--- src/rtl/flex_counter_ud_if.sv ---
`default_nettype none
//==============================================================================
// Module      : flex_counter_ud_if
// Description : Control/status bundle for the up/down flexible counter.
// Revision    : 1.0 - initial release
//==============================================================================
interface flex_counter_ud_if #(
    parameter int NUM_CNT_BITS = 4
);
    logic                    clr;
    logic                    load;
    logic [NUM_CNT_BITS-1:0] load_val;
    logic                    count_enable;
    logic                    count_up;
    logic                    saturate;
    logic [NUM_CNT_BITS-1:0] rollover_val;
    logic [NUM_CNT_BITS-1:0] count_out;
    logic                    rollover_flag;
    logic                    bottom_flag;
    logic                    wrap_pulse;

    modport master (
        output clr, load, load_val, count_enable, count_up, saturate, rollover_val,
        input  count_out, rollover_flag, bottom_flag, wrap_pulse
    );

    modport slave (
        input  clr, load, load_val, count_enable, count_up, saturate, rollover_val,
        output count_out, rollover_flag, bottom_flag, wrap_pulse
    );
endinterface
`default_nettype wire

--- src/rtl/flex_counter_ud.sv ---
`default_nettype none
//==============================================================================
// Module      : flex_counter_ud
// Description : Up/down counter over the range 1..rollover_val with wrap or
//               saturate boundaries, load/clear and registered status flags.
// Revision    : 1.0 - initial release
//==============================================================================
module flex_counter_ud #(
    parameter int NUM_CNT_BITS = 4
) (
    input  wire logic         clk,
    input  wire logic         n_rst,
    flex_counter_ud_if.slave  bus
);
    localparam logic [NUM_CNT_BITS-1:0] c_zero = '0;
    localparam logic [NUM_CNT_BITS-1:0] c_one  = {{(NUM_CNT_BITS-1){1'b0}}, 1'b1};

    logic [NUM_CNT_BITS-1:0] r_count;
    logic                    r_rollover;
    logic                    r_bottom;
    logic                    r_wrap;

    logic [NUM_CNT_BITS-1:0] w_next;
    logic                    w_wrap;
    logic                    w_rv_valid;

    assign w_rv_valid = (bus.rollover_val != c_zero);

    // All boundary tests compare at full width, so rollover_val = all-ones
    // needs no special handling.
    always_comb begin
        w_next = r_count;
        w_wrap = 1'b0;
        if (bus.clr) begin
            w_next = c_zero;
        end else if (bus.load) begin
            w_next = bus.load_val;
        end else if (bus.count_enable && w_rv_valid) begin
            if (bus.count_up) begin
                if (r_count < bus.rollover_val) begin
                    w_next = r_count + c_one;
                end else if (bus.saturate) begin
                    w_next = bus.rollover_val;
                end else begin
                    w_next = c_one;
                    w_wrap = 1'b1;
                end
            end else begin
                if (r_count > bus.rollover_val) begin
                    w_next = bus.rollover_val;
                end else if (r_count > c_one) begin
                    w_next = r_count - c_one;
                end else if (bus.saturate) begin
                    w_next = c_one;
                end else begin
                    w_next = bus.rollover_val;
                    w_wrap = 1'b1;
                end
            end
        end
    end

    // Flags are computed from the next count so they line up with count_out.
    always_ff @(posedge clk or negedge n_rst) begin
        if (!n_rst) begin
            r_count    <= c_zero;
            r_rollover <= 1'b0;
            r_bottom   <= 1'b0;
            r_wrap     <= 1'b0;
        end else begin
            r_count    <= w_next;
            r_rollover <= w_rv_valid && (w_next == bus.rollover_val);
            r_bottom   <= w_rv_valid && (w_next == c_one);
            r_wrap     <= w_wrap;
        end
    end

    assign bus.count_out     = r_count;
    assign bus.rollover_flag = r_rollover;
    assign bus.bottom_flag   = r_bottom;
    assign bus.wrap_pulse    = r_wrap;
endmodule
`default_nettype wire

--- src/flat_wrapper.sv ---
// flat-port wrapper written by rule: the top's interface ports become plain ports
module flex_counter_ud_flat 
#(
    parameter int NUM_CNT_BITS = 4
)
  (clk, n_rst, bus_clr, bus_load, bus_load_val, bus_count_enable, bus_count_up, bus_saturate, bus_rollover_val, bus_count_out, bus_rollover_flag, bus_bottom_flag, bus_wrap_pulse);
  flex_counter_ud_if #(.NUM_CNT_BITS(NUM_CNT_BITS)) bus_i ();
  input  wire logic clk;
  input  wire logic n_rst;
  input wire logic [$bits(bus_i.clr)-1:0] bus_clr;
  input wire logic [$bits(bus_i.load)-1:0] bus_load;
  input wire logic [$bits(bus_i.load_val)-1:0] bus_load_val;
  input wire logic [$bits(bus_i.count_enable)-1:0] bus_count_enable;
  input wire logic [$bits(bus_i.count_up)-1:0] bus_count_up;
  input wire logic [$bits(bus_i.saturate)-1:0] bus_saturate;
  input wire logic [$bits(bus_i.rollover_val)-1:0] bus_rollover_val;
  output wire logic [$bits(bus_i.count_out)-1:0] bus_count_out;
  output wire logic [$bits(bus_i.rollover_flag)-1:0] bus_rollover_flag;
  output wire logic [$bits(bus_i.bottom_flag)-1:0] bus_bottom_flag;
  output wire logic [$bits(bus_i.wrap_pulse)-1:0] bus_wrap_pulse;
  assign bus_i.clr = bus_clr;
  assign bus_i.load = bus_load;
  assign bus_i.load_val = bus_load_val;
  assign bus_i.count_enable = bus_count_enable;
  assign bus_i.count_up = bus_count_up;
  assign bus_i.saturate = bus_saturate;
  assign bus_i.rollover_val = bus_rollover_val;
  assign bus_count_out = bus_i.count_out;
  assign bus_rollover_flag = bus_i.rollover_flag;
  assign bus_bottom_flag = bus_i.bottom_flag;
  assign bus_wrap_pulse = bus_i.wrap_pulse;
  flex_counter_ud #(.NUM_CNT_BITS(NUM_CNT_BITS)) u_core (.clk(clk), .n_rst(n_rst), .bus(bus_i));
endmodule
--- config.mk ---
export PLATFORM = sky130hd
export DESIGN_NAME = flex_counter_ud_flat
export DESIGN_NICKNAME = d
export VERILOG_FILES = /design/src/rtl/flex_counter_ud_if.sv /design/src/rtl/flex_counter_ud.sv /design/src/flat_wrapper.sv
export SDC_FILE = /design/constraint.sdc
export NUM_CORES = 1
export LEC_CHECK = 0
export BUFFER_PORTS_ARGS = -buffer_cell sky130_fd_sc_hd__buf_2
export CORE_ASPECT_RATIO = 1.75
export CORE_MARGIN = 2
export CORE_UTILIZATION = 35
export DETAILED_ROUTE_END_ITERATION = 6
export PLACE_DENSITY_LB_ADDON = 0.12
export SLEW_MARGIN = 20
export SYNTH_ARGS = -nofsm -noshare
export SYNTH_HDL_FRONTEND = slang
export SYNTH_SLANG_ARGS = --single-unit
--- constraint.sdc ---
create_clock -name clk -period 5.6 [get_ports clk]
set_input_delay 0.28 -clock clk [delete_from_list [all_inputs] [get_ports clk]]
set_output_delay 0.28 -clock clk [all_outputs]
set_load 0.01 [all_outputs]
==> impl_summary.txt <==
----------------------------------------------------
[Yosys]
  Number of flops mapped to enable cells by yosys ... 0
  Synth warn ... 0
  Net Count, Synth ... 159
  Proportion of register bits with asynchronous set or reset after synthesis ... between 90% and 100%
  Area share of the largest cell type after synthesis ... 15.93%
  Synth Instances ... 137
  Area of the mapped netlist ... between 1000 and 1500 µm²
  Register bit count reported by yosys ... 7
  Largest cells by area after synthesis ... dfrtp_1 16%, ha_1 8.0%, nor2_1 3.8%
  Prevailing post-synth register cell ... dfrtp_1
  Cell accounting for the most synthesized area ... dfrtp_1
  Sequential area share after synthesis ... 15.93%
  Synth cell count leaders ... 11 x nor2_1, 8 x inv_1, 8 x nand3_1
  Number of distinct standard cells referenced by the synthesized netlist ... 53
  Post-Synthesis Mean Instance Area ... 8.028 µm²
  Most used standard cell by instance count after synthesis ... nor2_1

[Layout]
  Post-route cell area ... 1261 µm²
  P&R area growth vs syn ... 14.68%
  Reg area ... 175.2 µm²
  Filler Cell Count ... 324
  Antenna diodes ... 0
  Number of nets in the layout ... 177
  Share of layout cells above drive strength 1 ... 24.03%
  Area occupied by multi-input gates ... between 800 and 900 µm²

[Hold path]
  Type of the tightest min-delay check ... input port to flop
  Cells on Worst Hold Path ... 2

[Die]
  Overall die area ... 3624 µm²
  Starting density of the core ... 37.15%
  Overall die height ... 78.16 µm
  Number of primary I/O pins ... 22
  Core region area ... 2960 µm²
  Width of the chip ... 46.38 µm
  Cell Rows ... 26

[Global route]
  Total GRT Usage ... 20.29%
  Number of antenna violations at the first check in global routing ... 0
  Congestion Overflow GR ... 0
  Via count of the first global-routing pass ... 1216
  First-pass GRT wire length ... 5533 µm
  Largest net degree at the start of global routing ... 15

[Routing]
  Violation count after the first detailed-route iteration ... 48
  # DRC ... 0
  Per-cell via count in the routed design ... 6.082
  First-pass detailed-route iteration total ... 4
  Post-detailed-route wirelength per cell ... 16.97 µm
  Via count ... 1192
  Total Routed Length ... 3326 µm
  Post-route ant nets ... 0

[Worst setup path]
  CP Data Arrival Time ... between 2 and 3 ns
  Classification of the worst setup path ... flop to flop
  Worst setup SP type ... flop
  Top fanout value on the critical path ... 14
  Required arrival time at the worst endpoint ... between 5 and 6 ns
  Worst Reg-to-Reg Cells ... 9
  Endpoint type of the worst setup path ... flop

[Clock tree]
  Maximum level of the CTS H-tree ... 1
  Clk Tree Root Cell ... clkbuf_8
  TritonCTS clock tree ... yes
  Number of buffers created by CTS ... 3
  Max clock buf depth ... 2
  Clock sink total ... 7
  Latest clock arrival within the worst-skew pair ... 0.23 ns
  Register clock-pin slew on the reported worst setup and hold paths ... 0.04 ns

[Timing]
  Final Worst Setup Slack ... approximately 2.8 ns
  Shortest clock period the worst path allows after layout ... 2.789 ns
  Final number of hold-violating endpoints ... 0
  Maximum achievable frequency ... between 300 and 400 MHz
  Part of the cycle the worst path needs ... 49.80%
  Number of setup violations in the final report ... 0
  Summed negative setup slack over all endpoints ... 0 ns
  Max Transition Viols Final ... 0
  RSZ-0062 raised after global routing ... no
  Worst max-slew margin expressed relative to the limit ... around three fifths
  Max Clock Skew ... 0.005275 ns
  Measured slew at the worst slew-check pin ... slightly below 0.6 ns

[Power]
  Power per standard cell area ... 201.1 nW/µm²
  Peak supply drop ... 72.34 µV
  Post-route total power ... 0.0002536 W
  Reported leakage power ... 0.5439 nW

[Placement]
  Number of port buffers ... 21
  Final Wtd Congestion ... slightly below 1
  Dpl hpwl ... ~2600 µm
  Setup slack after placement ... 2.835 ns
  Cell area after placement ... 1206 µm²

[Job]
  Count of max-cap constraint violations ... 0

[Outcome]
  Run status ... finished, final reports clean

----------------------------------------------------
kinds of logic (layout without fill, tap and decap cells):
logic type	after synthesis	after routing	share of synthesized area, %
xor+xnor	2	2	1.593
mux	3	3	2.730
flops	7	7	15.93
compound gates	50	50	38.68
buf+inv	19	36	8.078
fa+ha+maj	7	7	7.963
simple gates	49	49	25.03
placed cells by master (no fill, tap or decap), types with 4 or more instances in the layout:
cell | Yosys | layout
nor3_1 | 7 | 7
nand2_1 | 7 | 7
o2111ai_1 | 4 | 4
a21oi_1 | 6 | 6
o21ai_1 | 5 | 5
inv_1 | 8 | 8
nor2_1 | 11 | 11
buf_2 | 2 | 21
a31oi_1 | 4 | 4
nand3_1 | 8 | 8
dfrtp_1 | 7 | 7
ha_1 | 7 | 7
worst max-delay path: stages, from the launching register on:
cell and delay (ns):
dfrtp_1 0.63, inv_1 0.17, ha_1 0.31, nand4_1 0.14
and2_1 0.20, a221o_2 0.38, a221oi_4 0.35, o31ai_4 0.10
mux2i_1 0.13, nor4_1 0.28
timing repair:
action	in CTS	in global routing
hold buffers	1	0
buffers inserted	0	0
hold endpoints to repair	7	0
resized for setup	0	0
per-stage QoR:
step	hold slack (ns)	util [%]	std cells
after floorplan	-0.01559	-	137
after global placement	0.1184	40.74	191
after detailed placement	0.1188	40.74	191
after CTS	0.3415	42.60	196
after global routing	0.3590	42.60	196
final	0.3528	42.60	196
sequential cells by signal, indices dropped and copies added, names as in the netlist:
name	cells
u_core.bus.count_out	4
u_core.bus.rollover_flag	1
u_core.bus.bottom_flag	1
u_core.bus.wrap_pulse	1
layout make-up:
| class | count | share of cell area, % |
|---|---|---|
| multi-input cells | 111 | 66.27 |
| flip-flops and latches | 7 | 13.89 |
| repair buffers | 22 | 9.127 |
| well taps | 42 | 4.167 |
| clock buffers | 4 | 3.571 |
| inverters | 10 | 2.976 |
where the power goes:
| part | internal (W) | switching, W | total (W) |
|---|---|---|---|
| clock network | 0.0000492 | 0.0000211 | 0.0000703 |
| registers | 0.0000545 | 0.00000919 | 0.0000637 |
| logic | 0.0000468 | 0.0000728 | 0.000120 |
| total | 0.000150 | 0.000103 | 0.000254 |
worst paths after layout:
check	slack (ns)	startpoint	end
max	2.81	u_core.bus.count_out[0]$_DFF_PN0_	u_core.bus.rollover_flag$_DFF_PN0_
min	0.35	bus_saturate	u_core.bus.wrap_pulse$_DFF_PN0_
max reg2reg	2.81	u_core.bus.count_out[0]$_DFF_PN0_	u_core.bus.rollover_flag$_DFF_PN0_
min reg2reg	0.91	u_core.bus.count_out[3]$_DFF_PN0_	u_core.bus.wrap_pulse$_DFF_PN0_
max in group asynchronous	5.02	n_rst	u_core.bus.count_out[1]$_DFF_PN0_
min in group asynchronous	0.42	n_rst	u_core.bus.count_out[2]$_DFF_PN0_
layer usage:
metal	up-vias	share of wire [%]	GRT usage, %
li1	567	-	-
met1	560	38	22.32
met2	56	55	36.39
met3	9	5.5	2.759
met4	0	1.3	8.000
met5	-	0	0
Power figures use the tool's default switching activity.
